==> src/rtl/led_scan_if.sv <==
// Bundle between the board wrapper and the LED scan controller.
// Signals:
//   en           - scan enable, low forces blanking
//   leds1..leds4 - column 1..4 pixel data, bit i = row i+1, 1 = lit
//   leds_pwm     - brightness, 0 = dimmest, 7 = full
//   row_o        - row drive, active high
//   col_n_o      - column select, active low
//   frame_strobe - one-clock pulse when new frame data is latched
// Modports: master = pixel/enable source, slave = scan controller.
interface led_scan_if;
    logic       en;
    logic [7:0] leds1;
    logic [7:0] leds2;
    logic [7:0] leds3;
    logic [7:0] leds4;
    logic [2:0] leds_pwm;
    logic [7:0] row_o;
    logic [3:0] col_n_o;
    logic       frame_strobe;

    modport master (
        output en, leds1, leds2, leds3, leds4, leds_pwm,
        input  row_o, col_n_o, frame_strobe
    );

    modport slave (
        input  en, leds1, leds2, leds3, leds4, leds_pwm,
        output row_o, col_n_o, frame_strobe
    );
endinterface

==> src/rtl/led_scan_ctrl.sv <==
// Time-multiplexed scan controller for the 8x4 LED matrix.
// Each column slot is BLANK_CYCLES clocks dark followed by 8*PWM_DIV clocks
// of drive with 8-step PWM. Pixel data and brightness are double-buffered
// and latched only at frame start (column wrap, reset, or en rising).
// Ports:
//   clk - system clock
//   rst - asynchronous active-high reset
//   bus - led_scan_if.slave (en, leds1..4, leds_pwm in; row_o, col_n_o,
//         frame_strobe out, all registered)
// Optional build macro LED_SCAN_GAMMA_EN: perceptual duty table instead of
// the linear duty = brightness + 1.
module led_scan_ctrl #(
    parameter int unsigned BLANK_CYCLES = 40,
    parameter int unsigned PWM_DIV      = 375
) (
    input  logic     clk,
    input  logic     rst,
    led_scan_if.slave bus
);
    localparam int unsigned TICK_MAX = (BLANK_CYCLES > PWM_DIV) ? BLANK_CYCLES : PWM_DIV;
    localparam int unsigned TW       = $clog2(TICK_MAX + 1);
    localparam logic [TW-1:0] BLANK_LAST = TW'(BLANK_CYCLES - 1);
    localparam logic [TW-1:0] PWM_LAST   = TW'(PWM_DIV - 1);

    typedef enum logic {BLANK, DRIVE} state_t;

    state_t          state, state_nx;
    logic [1:0]      col, col_nx;
    logic [TW-1:0]   tick, tick_nx;     // blank count in BLANK, PWM sub-step in DRIVE
    logic [2:0]      step, step_nx;     // PWM step 0..7 within DRIVE
    logic            pend, pend_nx;     // a fresh latch is owed (after reset / en low)
    logic            latch;
    logic [7:0]      row_nx;
    logic [3:0]      col_n_nx;
    logic [3:0][7:0] shadow;
    logic [2:0]      shadow_pwm;
    logic [3:0]      duty;

    // Rows are lit while step < duty
`ifdef LED_SCAN_GAMMA_EN
    always_comb begin
        case (shadow_pwm)
            3'd0, 3'd1, 3'd2: duty = 4'd1;
            3'd3:             duty = 4'd2;
            3'd4:             duty = 4'd3;
            3'd5:             duty = 4'd4;
            3'd6:             duty = 4'd6;
            default:          duty = 4'd8;
        endcase
    end
`else
    assign duty = {1'b0, shadow_pwm} + 4'd1;
`endif

    // Next-state, latch request and next output values
    always_comb begin
        state_nx = state;
        col_nx   = col;
        tick_nx  = tick;
        step_nx  = step;
        pend_nx  = pend;
        latch    = 1'b0;
        row_nx   = 8'h00;
        col_n_nx = 4'hF;

        if (!bus.en) begin
            state_nx = BLANK;
            col_nx   = 2'd0;
            tick_nx  = '0;
            step_nx  = 3'd0;
            pend_nx  = 1'b1;
        end else begin
            case (state)
                BLANK: begin
                    if (pend) begin
                        // fresh frame: restart the blank period on the latch clock
                        latch   = 1'b1;
                        pend_nx = 1'b0;
                        tick_nx = '0;
                    end else if (tick == BLANK_LAST) begin
                        state_nx = DRIVE;
                        tick_nx  = '0;
                        step_nx  = 3'd0;
                    end else begin
                        tick_nx = tick + TW'(1);
                    end
                end
                DRIVE: begin
                    if (tick == PWM_LAST) begin
                        tick_nx = '0;
                        if (step == 3'd7) begin
                            state_nx = BLANK;
                            col_nx   = col + 2'd1;
                            latch    = (col == 2'd3);
                        end else begin
                            step_nx = step + 3'd1;
                        end
                    end else begin
                        tick_nx = tick + TW'(1);
                    end
                end
                default: state_nx = BLANK;
            endcase
        end

        if (state_nx == DRIVE) begin
            col_n_nx = ~(4'b0001 << col_nx);
            if ({1'b0, step_nx} < duty)
                row_nx = shadow[col_nx];
        end
    end

    // State, counters and registered outputs
    always_ff @(posedge clk or posedge rst) begin
        if (rst) begin
            state            <= BLANK;
            col              <= 2'd0;
            tick             <= '0;
            step             <= 3'd0;
            pend             <= 1'b1;
            bus.row_o        <= 8'h00;
            bus.col_n_o      <= 4'hF;
            bus.frame_strobe <= 1'b0;
        end else begin
            state            <= state_nx;
            col              <= col_nx;
            tick             <= tick_nx;
            step             <= step_nx;
            pend             <= pend_nx;
            bus.row_o        <= row_nx;
            bus.col_n_o      <= col_n_nx;
            bus.frame_strobe <= latch;
        end
    end

    // Frame buffer, updated only at frame boundaries
    always_ff @(posedge clk or posedge rst) begin
        if (rst) begin
            shadow     <= '0;
            shadow_pwm <= 3'd0;
        end else if (latch) begin
            shadow     <= {bus.leds4, bus.leds3, bus.leds2, bus.leds1};
            shadow_pwm <= bus.leds_pwm;
        end
    end
endmodule

==> src/flat_wrapper.sv <==
// flat-port wrapper written by rule: the top's interface ports become plain ports
module led_scan_ctrl_flat 
#(
    parameter int unsigned BLANK_CYCLES = 40,
    parameter int unsigned PWM_DIV      = 375
)
  (clk, rst, bus_en, bus_leds1, bus_leds2, bus_leds3, bus_leds4, bus_leds_pwm, bus_row_o, bus_col_n_o, bus_frame_strobe);
  led_scan_if bus_i ();
  input  logic clk;
  input  logic rst;
  input wire logic [$bits(bus_i.en)-1:0] bus_en;
  input wire logic [$bits(bus_i.leds1)-1:0] bus_leds1;
  input wire logic [$bits(bus_i.leds2)-1:0] bus_leds2;
  input wire logic [$bits(bus_i.leds3)-1:0] bus_leds3;
  input wire logic [$bits(bus_i.leds4)-1:0] bus_leds4;
  input wire logic [$bits(bus_i.leds_pwm)-1:0] bus_leds_pwm;
  output wire logic [$bits(bus_i.row_o)-1:0] bus_row_o;
  output wire logic [$bits(bus_i.col_n_o)-1:0] bus_col_n_o;
  output wire logic [$bits(bus_i.frame_strobe)-1:0] bus_frame_strobe;
  assign bus_i.en = bus_en;
  assign bus_i.leds1 = bus_leds1;
  assign bus_i.leds2 = bus_leds2;
  assign bus_i.leds3 = bus_leds3;
  assign bus_i.leds4 = bus_leds4;
  assign bus_i.leds_pwm = bus_leds_pwm;
  assign bus_row_o = bus_i.row_o;
  assign bus_col_n_o = bus_i.col_n_o;
  assign bus_frame_strobe = bus_i.frame_strobe;
  led_scan_ctrl #(.BLANK_CYCLES(BLANK_CYCLES), .PWM_DIV(PWM_DIV)) u_core (.clk(clk), .rst(rst), .bus(bus_i));
endmodule
==> config.mk <==
export PLATFORM = sky130hd
export DESIGN_NAME = led_scan_ctrl_flat
export DESIGN_NICKNAME = d
export VERILOG_FILES = /design/src/rtl/led_scan_if.sv /design/src/rtl/led_scan_ctrl.sv /design/src/flat_wrapper.sv
export SDC_FILE = /design/constraint.sdc
export NUM_CORES = 1
export LEC_CHECK = 0
export ABC_AREA = 1
export ABC_CLOCK_PERIOD_IN_PS = 2100
export BUFFER_PORTS_ARGS = -buffer_cell sky130_fd_sc_hd__buf_4
export CAP_MARGIN = 25
export CORE_MARGIN = 2
export CORE_UTILIZATION = 50
export DETAILED_ROUTE_END_ITERATION = 12
export GPL_ROUTABILITY_DRIVEN = 0
export PLACE_DENSITY = 0.77
export SLEW_MARGIN = 20
export SYNTH_ARGS = -nofsm -noshare
export SYNTH_HDL_FRONTEND = slang
export SYNTH_SLANG_ARGS = --single-unit
==> constraint.sdc <==
create_clock -name clk -period 2.1 [get_ports clk]
set_input_delay 0 -clock clk [delete_from_list [all_inputs] [get_ports clk]]
set_output_delay 0 -clock clk [all_outputs]
set_load 0.02 [all_outputs]
* After elaboration in Yosys (flattened, before gate mapping)
Index checks and enable logic that the tools add are counted.
** Operators by class
- Add/subtract/negate cells :: 4
- $lt $le $gt $ge :: 2
- Equal/unequal tests :: 5
- Shift operators :: 1
- Mux-type cells :: 33
- Bitwise gates (word level) :: 2
** Operator list (count)
- 9-bit 2-to-1 mux :: 4
- 8-bit 2-to-1 mux :: 3
- 9-bit case mux with 2 select lines :: 1
- 8-bit binary-select mux with 2-bit select :: 1
- 3-bit 2-to-1 mux :: 5
- 1-bit 2-to-1 mux :: 11
- 9-bit by 1-bit adder with 9-bit output (second input constant) :: 1
- 9-bit by 6-bit equality test with 1-bit output (second input constant) :: 1
- 9-bit equality test (second input constant) :: 1
- 2-bit 2-to-1 mux :: 4
- 3-bit case mux with 2 select lines :: 1
- 3-bit by 1-bit adder with 4-bit output (second input constant) :: 1
- 3-bit by 4-bit less-than comparator with 1-bit output :: 1
- 4-bit 2-to-1 mux :: 1
- 4-bit NOT :: 1
- 1-bit case mux with 2 select lines :: 2
- 1-bit by 2-bit left shift with 4-bit output (first input constant) :: 1
- 3-bit by 1-bit adder with 3-bit output (second input constant) :: 1
- 3-bit equality test (second input constant) :: 1
- 2-bit by 3-bit less-than comparator with 1-bit output (second input constant) :: 1
- 2-bit by 1-bit adder with 2-bit output (second input constant) :: 1
- 2-bit equality test (second input constant) :: 1
- 2-bit != test (second input constant) :: 1
- 1-bit NOT :: 1
** Storage, ports and cells
- Register bits after elaboration :: 64
- Word-level logic and storage cells :: 60

* Logic depth before layout (Yosys ltp)
Gate-level depths: netlist (run 1).
- Depth in word-level cells :: 9
- Gate-level depth with buffers :: 15
- Gate-level depth less buffers :: 14

* Worst setup path after synthesis (run 1)
Ideal clock, no wire load.
- Kind :: register to register
- From :: register u_core.tick[0]
- To :: register u_core.bus.row_o[0]
- Library setup time :: 74 ps
- Arrival time :: 1840 ps
- Data required time :: 2026 ps
- Path slack :: 187 ps
- Cell stages (with the launch flop) :: 15
- Buffers on the path :: 0
- Period minus slack after synthesis :: 1913 ps
- Cells stage by stage :: dfrtp_1 -> inv_1 -> ha_1 -> nand2_1 -> nor2_4 -> nand2_4 -> nor2_8 -> a31oi_1 -> nor3_1 -> ha_1 -> nand2_1 -> nand2_1 -> nand2_1 -> nand2_1 -> nor2_1
** Between the ends
- Cells in the longest elaborated chain, start to end :: 8
** RTL lines
- start: declaration :: line led_scan_ctrl.sv:29 : logic [TW-1:0] tick, tick_nx;
- start signal: assignment :: line led_scan_ctrl.sv:127 : tick <= tick_nx;
- 9-bit by 6-bit equality test with 1-bit output :: line led_scan_ctrl.sv:80 : end else if (tick == BLANK_LAST) begin
- 3-bit 2-to-1 mux :: line led_scan_ctrl.sv:80
- 3-bit 2-to-1 mux :: line led_scan_ctrl.sv:75 : if (pend) begin
- 3-bit case mux with 2 select lines * :: line led_scan_ctrl.sv:73 : case (state)
- 3-bit 2-to-1 mux * :: line led_scan_ctrl.sv:66 : if (!bus.en) begin
- net u_core.step_nx[1] :: line led_scan_ctrl.sv:30 : logic [2:0] step, step_nx;
- 3-bit by 4-bit less-than comparator with 1-bit output * :: line led_scan_ctrl.sv:108 : if ({1'b0, step_nx} < duty)
- 8-bit 2-to-1 mux * :: line led_scan_ctrl.sv:108
- 8-bit 2-to-1 mux * :: line led_scan_ctrl.sv:106 : if (state_nx == DRIVE) begin
- net u_core.row_nx[0] :: line led_scan_ctrl.sv:33 : logic [7:0] row_nx;
- end signal: assignment :: line led_scan_ctrl.sv:130 : bus.row_o <= row_nx;
- end: declaration :: line led_scan_if.sv:28 : output row_o, col_n_o, frame_strobe
Mark *: on every way through the listed nets, which the timed path passes. The rest lies on a longest branch. The select of a mux whose other input is x is not followed.
A chain may end at the register's enable or synchronous reset.

* Worst setup path after layout (run 1)
- From :: register u_core.tick[0]
- To :: register u_core.bus.row_o[5]
Same word-level chain as after synthesis.

==> impl_metrics.yaml, run 1 <==
pwr:
  p_leak_uw: 0.002271
  peakVddDrop_mv: 0.4112
  cellPowerDensity_mw_per_mm2: 684.7
  p_total_uw: 2943
timing:
  finClkSkew_ns: 0.01121
  setup_viol: 8
  finalWorstSetupSlack_ns: -0.1059
  finalSetupTns_ns: -0.5781
  fmax_mhz: 453.3
  hold_viol: 0
  period_minus_slack_ns: 2.206
  holdWs_ns: 0.02506
  rsz0062_at_grt: "true"
  tightest_slew_ns: 0.6903
  relSlewSlack: 0.5391
  slew_violations: 0
  finalCritPeriodShare: 1.050
critical_path:
  cp_max_fo: 8
  max_stage_delay_ns: 0.40
  worst_setup_path_end_kind: "flip-flop"
  cp_cell_sequence: "inv_1 > ha_2 > nand2_2 > nor2_4 > nand2_4 > nor2_8 > a31oi_2 > nor3_2 > ha_1 > nand2_1 > nand2_1 > nand2_2 > nand2_4 > nor2_1"
  worstSetupPathType: "flip-flop to flip-flop"
  crit_slowest_cell: "dfrtp_1"
  cp.arrival_ns: 2.47
  crit_buf_inv: 1
  start_kind: "flip-flop"
  cp_top_family: "simple AND/OR/NAND/NOR gates"
  cp.required_ns: 2.36
final_layout:
  drive_gt1_frac: 0.2388
  post-route-util: 0.7259
  nFillCells: 425
  final_nets: 530
  area_growth_pct: 39.63
  antenna_cells: 0
synth:
  syn-num-nets: 427
  synthCells: 382
  synth_area_leader_cell: "dfrtp_1"
  synth_seq_area_share: 0.5224
  syn-cell-area_mm2: 0.003078
  synth.area.top_cells: "dfrtp_1 48%, nand2_1 23%, dfstp_2 4.3%"
  yosys.cell_types.count: 28
  yosysWarnings: 0
  avgSynthCellArea_um2: 8.057
  yosys.area.top_type_share: 0.4797
  ys_ff_latch: 64
routing:
  dr.pass1.iters: 4
  drt_wl_total_um: 7823
  vias_per_cell: 5.154
  routed-via-count: 2912
  wl_per_cell_um: 13.85
  drc: 0
  drt-initial-drc-count: 263
  postRouteAntennaNets: 0
status:
  violations: "setup timing"
  outcome: "finished with violations"
floorplanning:
  row_count: 28
  dieWidth_um: 82.46
  die_h_um: 82.46
  start_util: 0.5199
  core_area_mm2: 0.005921
  ioPinCount: 51
  die-area_mm2: 0.006800
global_routing:
  grt_antenna_before_repair: 0
  grt_pass1_vias: 2633
  grt_overflow: 0
  grt_max_degree: 35
  track_usage: 0.2376
  grt_pass1_wl_um: 11960
cts:
  cts_max_path_buffers: 2
  cts_buffers: 9
  clkSlewWorstSetupHoldPaths_ns: 0.07
  cts_sinks: 64
  cts.htree.levels: 3
  cts_root_buffer: "clkbuf_8"
  tritoncts: "yes"
  clk_latency_ns: 0.34
run:
  timing.max_cap.violations: 0
placement:
  dp_hpwl_um: 4676
  numPortBuffers: 50
  place_ws_ns: -0.1129
worst_hold_path:
  holdCritPathClass: "input pin to flip-flop"
per-layer routing:
metal | part of all wire | vias to the layer above | GRT usage
met2 | 0.50 | 105 | 0.3823
li1 | - | 1399 | -
met4 | 0.017 | 0 | 0.1067
met5 | 0 | - | 0
met1 | 0.43 | 1394 | 0.3176
met3 | 0.050 | 14 | 0.03696
cell usage after synthesis, drive strengths merged:
cell type  instances
nand2            195
dfrtp             59
nor2              28
inv               24
nand4             19
nand3             10
buf                8
ha                 7
clkbuf             6
o21ai              6
dfstp              5
a21oi              4
xor2               4
nor3               2
xnor2              2
a31oi              1
nor4               1
o211ai             1
path summary, 6_finish.rpt:
kind	from	endpoint	slack, ns	cells past startpoint
hold / removal	bus_en	u_core.pend	0.03	2
min in group asynchronous	rst	u_core.shadow[14]	0.33	3
max in group asynchronous	rst	u_core.bus.col_n_o[3]	1.09	4
setup / recovery	u_core.tick[0]	u_core.bus.row_o[5]	-0.11	14
setup reg to reg	u_core.tick[0]	u_core.bus.row_o[5]	-0.11	14
hold reg to reg	u_core.tick[0]	u_core.tick[0]	0.48	1
placed cells by master, fill, tap and decap left out, types with 2 or more instances in the layout:
cell	synthesis	routed
inv_1	22	20
xnor2_1	2	2
nand2_4	1	3
dfrtp_1	59	59
nor2_4	2	3
nand4_1	18	18
nand3_4	2	2
xor2_1	4	4
o21ai_1	3	2
a21oi_1	4	4
buf_12	0	2
ha_1	7	6
clkbuf_1	6	2
inv_2	2	4
buf_4	2	65
dfstp_2	5	5
bufinv_16	0	2
nand3_1	8	8
nand2_2	2	3
nor2_1	25	19
nand2_1	192	189
o21ai_0	3	3
dlygate4sd3_1	0	36
nor2_2	0	5
clkbuf_8	0	11
power by group:
part	switching [uW]	internal [uW]	leakage [uW]
sequential	55.8	1320	0.000819
combinational	198	178	0.00134
clock	456	733	0.000114
total	710	2230	0.00227
cell type report:
type / count / area, um^2 / area share
clock buffers: 13 / 158.9 / 0.03697
clock inverters: 3 / 65.06 / 0.01514
inverters: 24 / 90.09 / 0.02096
multi-input cells: 281 / 1378 / 0.3205
flip-flops and latches: 64 / 1608 / 0.3741
well taps: 75 / 93.84 / 0.02183
repair buffers: 105 / 904.6 / 0.2105
metrics by stage:
stage                     std cells  instance area (um^2)
after CTS                       553                  4159
after global routing            565                  4298
final                           565                  4298
after global placement          501                  3558
after detailed placement        501                  3558
after floorplan                 382                  3078
worst reg2reg max path, delay by kind of cell, from the launching register on:
| family | cells | cell delay [ns] |
|---|---|---|
| AND/OR/NAND/NOR | 10 | 1.13 |
| adder cells (fa/ha/maj) | 2 | 0.44 |
| flip-flops | 1 | 0.40 |
| AO/OA/AOI/OAI | 1 | 0.09 |
| buffers and inverters | 1 | 0.07 |
state kept, by name, summed over array words and instances, names as in the netlist, 2 cells and up:
signal              count
u_core.col              2
u_core.tick             9
u_core.shadow          32
u_core.shadow_pwm       3
u_core.bus.row_o        8
u_core.bus.col_n_o      4
u_core.step             3
cells by family after synthesis:
| family | after synthesis | synth area share |
|---|---|---|
| adder cells (fa/ha/maj) | 7 | 0.02845 |
| AND/OR/NAND/NOR | 255 | 0.3565 |
| buffers and inverters | 38 | 0.05325 |
| flip-flops | 64 | 0.5224 |
| XOR/XNOR | 6 | 0.01707 |
| AO/OA/AOI/OAI | 12 | 0.02236 |
repair_timing:
action,in CTS,in global routing
gates cloned,0,2
pin swaps,0,5
hold endpoints to repair,66,0
endpoints found under the setup margin,8,8
hold buffers,36,0
setup buffers,0,10
gates resized for setup,4,16
(Power assumes the default switching activity.)
==> inputs of run 2 (changes only) <==
- BUFFER_PORTS_ARGS: -buffer_cell sky130_fd_sc_hd__buf_4 -> -buffer_cell sky130_fd_sc_hd__buf_2
==> impl_metrics.yaml, run 2 (synthesis results as in run 1) <==
critical_path:
  cp.required_ns: 2.34
  cp_cell_sequence: "ha_2 > nand2_1 > inv_2 > nand4_2 > nand2_4 > buf_4 > nand3_4 > nand2_1 > nand2_1 > nand2_1 > nand2_1 > nand2_1 > nor2_2"
  r2r_slack_ns: -0.07
  cp_top_family: "simple AND/OR/NAND/NOR gates"
  worst_setup_path_end_kind: "flip-flop"
  start_kind: "flip-flop"
  worstSetupPathType: "flip-flop to flip-flop"
  cp_max_fo: 9
  crit_buf_inv: 2
  cp.arrival_ns: 2.41
  cpMostUsedCell: "nand2_1"
  crit_slowest_cell: "dfrtp_1"
  max_stage_delay_ns: 0.43
routing:
  routed-via-count: 2958
  dr.pass1.iters: 4
  vias_per_cell: 5.235
  postRouteAntennaNets: 0
  wl_per_cell_um: 15.14
  drc: 0
  drt-initial-drc-count: 291
  drt_wl_total_um: 8556
final_layout:
  final_cell_mix: "180 x nand2_1, 58 x dfrtp_1, 50 x buf_2"
  nFillCells: 405
  regArea_mm2: 0.001609
  antenna_cells: 0
  final_nets: 530
  largest_reg_flops: 32
  area_growth_pct: 41.38
  final_common_cell: "nand2_1"
  drive_gt1_frac: 0.2714
  final_area_mm2: 0.004352
  largest-register: "u_core.shadow"
  multiInputGateArea_mm2: 0.001516
  reg_top3: "u_core.shadow: 32 flops, u_core.tick: 9 flops, u_core.bus.row_o: 8 flops"
timing:
  fmax_mhz: 460.5
  tightest_slew_ns: 0.3548
  finClkSkew_ns: 0.01247
  slew_violations: 0
  relSlewSlack: 0.7632
  rsz0062_at_grt: "true"
  finalWorstSetupSlack_ns: -0.07149
  finalCritPeriodShare: 1.034
  period_minus_slack_ns: 2.171
  setup_viol: 8
  hold_viol: 0
pwr:
  p_total_uw: 2960
  p_leak_uw: 0.002292
  cellPowerDensity_mw_per_mm2: 680.3
  peakVddDrop_mv: 0.4881
status:
  violations: "setup timing"
  outcome: "finished with violations"
global_routing:
  grt_max_degree: 65
  grt_pass1_vias: 2713
  grt_antenna_before_repair: 0
  grt_pass1_wl_um: 12270
  track_usage: 0.2396
  grt_overflow: 0
placement:
  placed_cell_area_mm2: 0.003441
  numPortBuffers: 50
  dp_hpwl_um: 4649
cts:
  clk_latency_ns: 0.35
  cts_root_buffer: "clkbuf_8"
  cts_sinks: 64
  cts.htree.levels: 3
  cts_buffers: 9
  clkSlewWorstSetupHoldPaths_ns: 0.07
  tritoncts: "yes"
  cts_max_path_buffers: 2
floorplanning:
  die_h_um: 82.46
  ioPinCount: 51
  die-area_mm2: 0.006800
  row_count: 28
  core_area_mm2: 0.005921
  dieWidth_um: 82.46
  start_util: 0.5199
run:
  timing.max_cap.violations: 0
worst_hold_path:
  holdCritPathClass: "input pin to async pin"
## run 2: where the power goes
group          internal, uW  total (uW)  switching, uW
combinational           169         385            216
clock                   732        1190            462
sequential             1320        1380           58.6
total                  2220        2960            737
## run 2: worst min-delay path: stages
cell and delay, ns:
dlygate4sd3_1 0.53, buf_2 0.12, inv_2 0.06, buf_12 0.28
## run 2: final cells by class
type / count / share of cell area
Clock buffer: 13 / 0.03652
Clock inverter: 3 / 0.01495
Inverter: 24 / 0.02070
Multi-Input combinational cell: 282 / 0.3485
Sequential cell: 64 / 0.3698
Tap cell: 75 / 0.02156
Timing Repair Buffer: 104 / 0.1880
## run 2: path summary, 6_finish.rpt
check | startpoint | endpoint | cells after the start
max reg2reg | u_core.step[0] | u_core.bus.row_o[3] | 13
max | u_core.step[0] | u_core.bus.row_o[3] | 13
min in group clk | bus_leds4[1] | u_core.shadow[25] | 4
min reg2reg | u_core.shadow[12] | u_core.shadow[12] | 2
max in group asynchronous | rst | u_core.pend | 4
min | rst | u_core.shadow[3] | 4
## run 2: repair_timing
action	CTS	global route
pin swaps	4	20
hold buffers	37	0
endpoints found under the setup margin	8	8
setup buffers	4	4
gates resized for setup	12	44
endpoints found under the hold margin	96	0
gates cloned	0	3
## run 2: metal layers
| layer | part of all wire | track usage | wire, um |
|---|---|---|---|
| met5 | 0 | 0 | 0 |
| met1 | 0.41 | 0.3177 | 3511 |
| met3 | 0.062 | 0.05543 | 528 |
| met2 | 0.50 | 0.3903 | 4299 |
| met4 | 0.025 | 0.07500 | 217 |
## run 2: per-stage QoR
step	setup WS (ns)	cells	hold slack [ns]	util	setup TNS [ns]
6_report	-0.07149	565	0.2502	0.7350	-0.4391
5_1_grt	-0.1949	565	0.3130	0.7350	-1.333
4_1_cts	0.003475	559	0.2792	0.6921	0
3_5_place_dp	-0.08076	502	0.09509	0.5812	-0.5261
3_3_place_gp	0.08017	502	0.09108	0.5812	0
2_1_floorplan	0.1867	382	0.1096	-	0
==> inputs of run 3 (changes only) <==
- MAX_ROUTING_LAYER: not set -> met4
==> impl_metrics.yaml, run 3 (synthesis results as in run 1) <==
pwr:
  seqPwrFrac: 0.468
  power_frac_comb: 0.130
  cellPowerDensity_mw_per_mm2: 676.3
  clkPwrFrac: 0.402
  p_int_uw: 2223
  netSwitchingFraction: 0.2465
  p_switching_uw: 727.4
  p_leak_uw: 0.002297
  peakVddDrop_mv: 0.4889
routing:
  drt-met1-wl_um: 3531
  wl_per_cell_um: 14.62
  vias_per_cell: 5.193
  dr_wl_met2_um: 3991
  drc: 0
  wl_met3_um: 453
  dr.pass1.iters: 6
  drt-initial-drc-count: 363
  top_layer: "met4"
  drt_wl_total_um: 8275
  routed-via-count: 2939
  postRouteAntennaNets: 0
cts:
  cts_sinks: 64
  cts_root_buffer: "clkbuf_8"
  clkSlewWorstSetupHoldPaths_ns: 0.07
  clk_latency_ns: 0.34
  cts_buffers: 9
  cts_max_path_buffers: 2
  cts.htree.levels: 3
  tritoncts: "yes"
global_routing:
  grt_pass1_vias: 2709
  grt_antenna_before_repair: 0
  grt_pass1_wl_um: 12250
  track_usage: 0.2462
  grt_overflow: 0
  grt_max_degree: 65
timing:
  finClkSkew_ns: 0.01261
  rsz0062_at_grt: "true"
  relSlewSlack: 0.7636
  finalCritPeriodShare: 1.034
  tightest_slew_ns: 0.3523
  slew_violations: 0
  finalWorstSetupSlack_ns: -0.07164
  period_minus_slack_ns: 2.172
  hold_viol: 0
  fmax_mhz: 460.5
  holdWs_ns: 0.2543
  setup_viol: 8
floorplanning:
  die_h_um: 82.46
  row_count: 28
  core_area_mm2: 0.005921
  start_util: 0.5199
  ioPinCount: 51
  dieWidth_um: 82.46
  die-area_mm2: 0.006800
final_layout:
  area_growth_pct: 41.75
  antenna_cells: 0
  final_cell_mix: "180 x nand2_1, 58 x dfrtp_1, 50 x buf_2"
  final_nets: 531
  drive_gt1_frac: 0.2729
  largest_reg_flops: 32
  final_common_cell: "nand2_1"
  reg_top3: "u_core.shadow: 32 flops, u_core.tick: 9 flops, u_core.bus.row_o: 8 flops"
  largest-register: "u_core.shadow"
  post-route-util: 0.7369
  final_area_mm2: 0.004363
critical_path:
  worstSetupPathType: "flip-flop to flip-flop"
  cp_max_fo: 8
  rr_worst_depth: 13
  cp.required_ns: 2.37
  cp.arrival_ns: 2.45
  start_kind: "flip-flop"
  worst_setup_path_end_kind: "flip-flop"
placement:
  place_ws_ns: -0.08076
  dp_hpwl_um: 4649
  numPortBuffers: 50
  placed_cell_area_mm2: 0.003441
worst_hold_path:
  holdCritPathClass: "input pin to async pin"
status:
  outcome: "finished with violations"
  violations: "setup timing"
run:
  timing.max_cap.violations: 0
==> run 3: repair_timing <==
action,CTS,global route
setup buffers,4,5
hold buffers,37,0
hold endpoints to repair,96,0
endpoints found under the setup margin,8,8
pin swaps,4,20
resized for setup,12,44
gates cloned,0,3
==> run 3: through the flow <==
step | TNS (ns) | cells | total power, uW
2_1_floorplan | 0 | 382 | 1571
5_1_grt | -0.8432 | 566 | 3080
3_5_place_dp | -0.5261 | 502 | 1683
6_report | -0.4009 | 566 | 2951
4_1_cts | 0 | 559 | 2923
3_3_place_gp | 0 | 502 | 1668
==> run 3: final timing paths <==
check	start	end	slack, ns
max	u_core.tick[0]	u_core.bus.row_o[5]	-0.07
min	rst	u_core.bus.row_o[2]	0.25
max reg2reg	u_core.tick[0]	u_core.bus.row_o[5]	-0.07
min reg2reg	u_core.shadow[12]	u_core.shadow[12]	0.48
max in group asynchronous	rst	u_core.bus.col_n_o[3]	1.51
min in group clk	bus_leds3[4]	u_core.shadow[20]	0.38
==> run 3: routing by layer <==
layer / up-vias / GRT usage
met5: - / -
met1: 1374 / 0.3163
li1: 1406 / -
met3: 37 / 0.05543
met2: 122 / 0.3911
met4: 0 / 0.07500
==> run 3: power by group through the flow <==
stage	sequential, uW	combinational [uW]	clock (uW)
after floorplan	1380	189	0
after global placement	1400	272	0
after detailed placement	1400	285	0
after CTS	1380	349	1200
after global routing	1390	432	1260
final	1380	385	1180
==> run 3: worst max-delay path, stage by stage (launching register included) <==
cell     delay [ns]
dfrtp_1        0.40
inv_2          0.08
ha_4           0.14
nand2_4        0.06
nor2_4         0.11
nand2_4        0.11
nor4_4         0.34
nor3_4         0.08
ha_1           0.31
nand2_1        0.10
nand2_2        0.07
nand2_4        0.09
nand2_8        0.10
nor2_4         0.12
==> run 3: final cells by class <==
class	count	area, um^2
clock buffers	13	158.9
clock inverters	3	65.06
fillers	401	1558
inverters	24	90.09
multi-input cells	282	1524
flip-flops and latches	64	1609
well taps	75	93.84
repair buffers	105	822.0
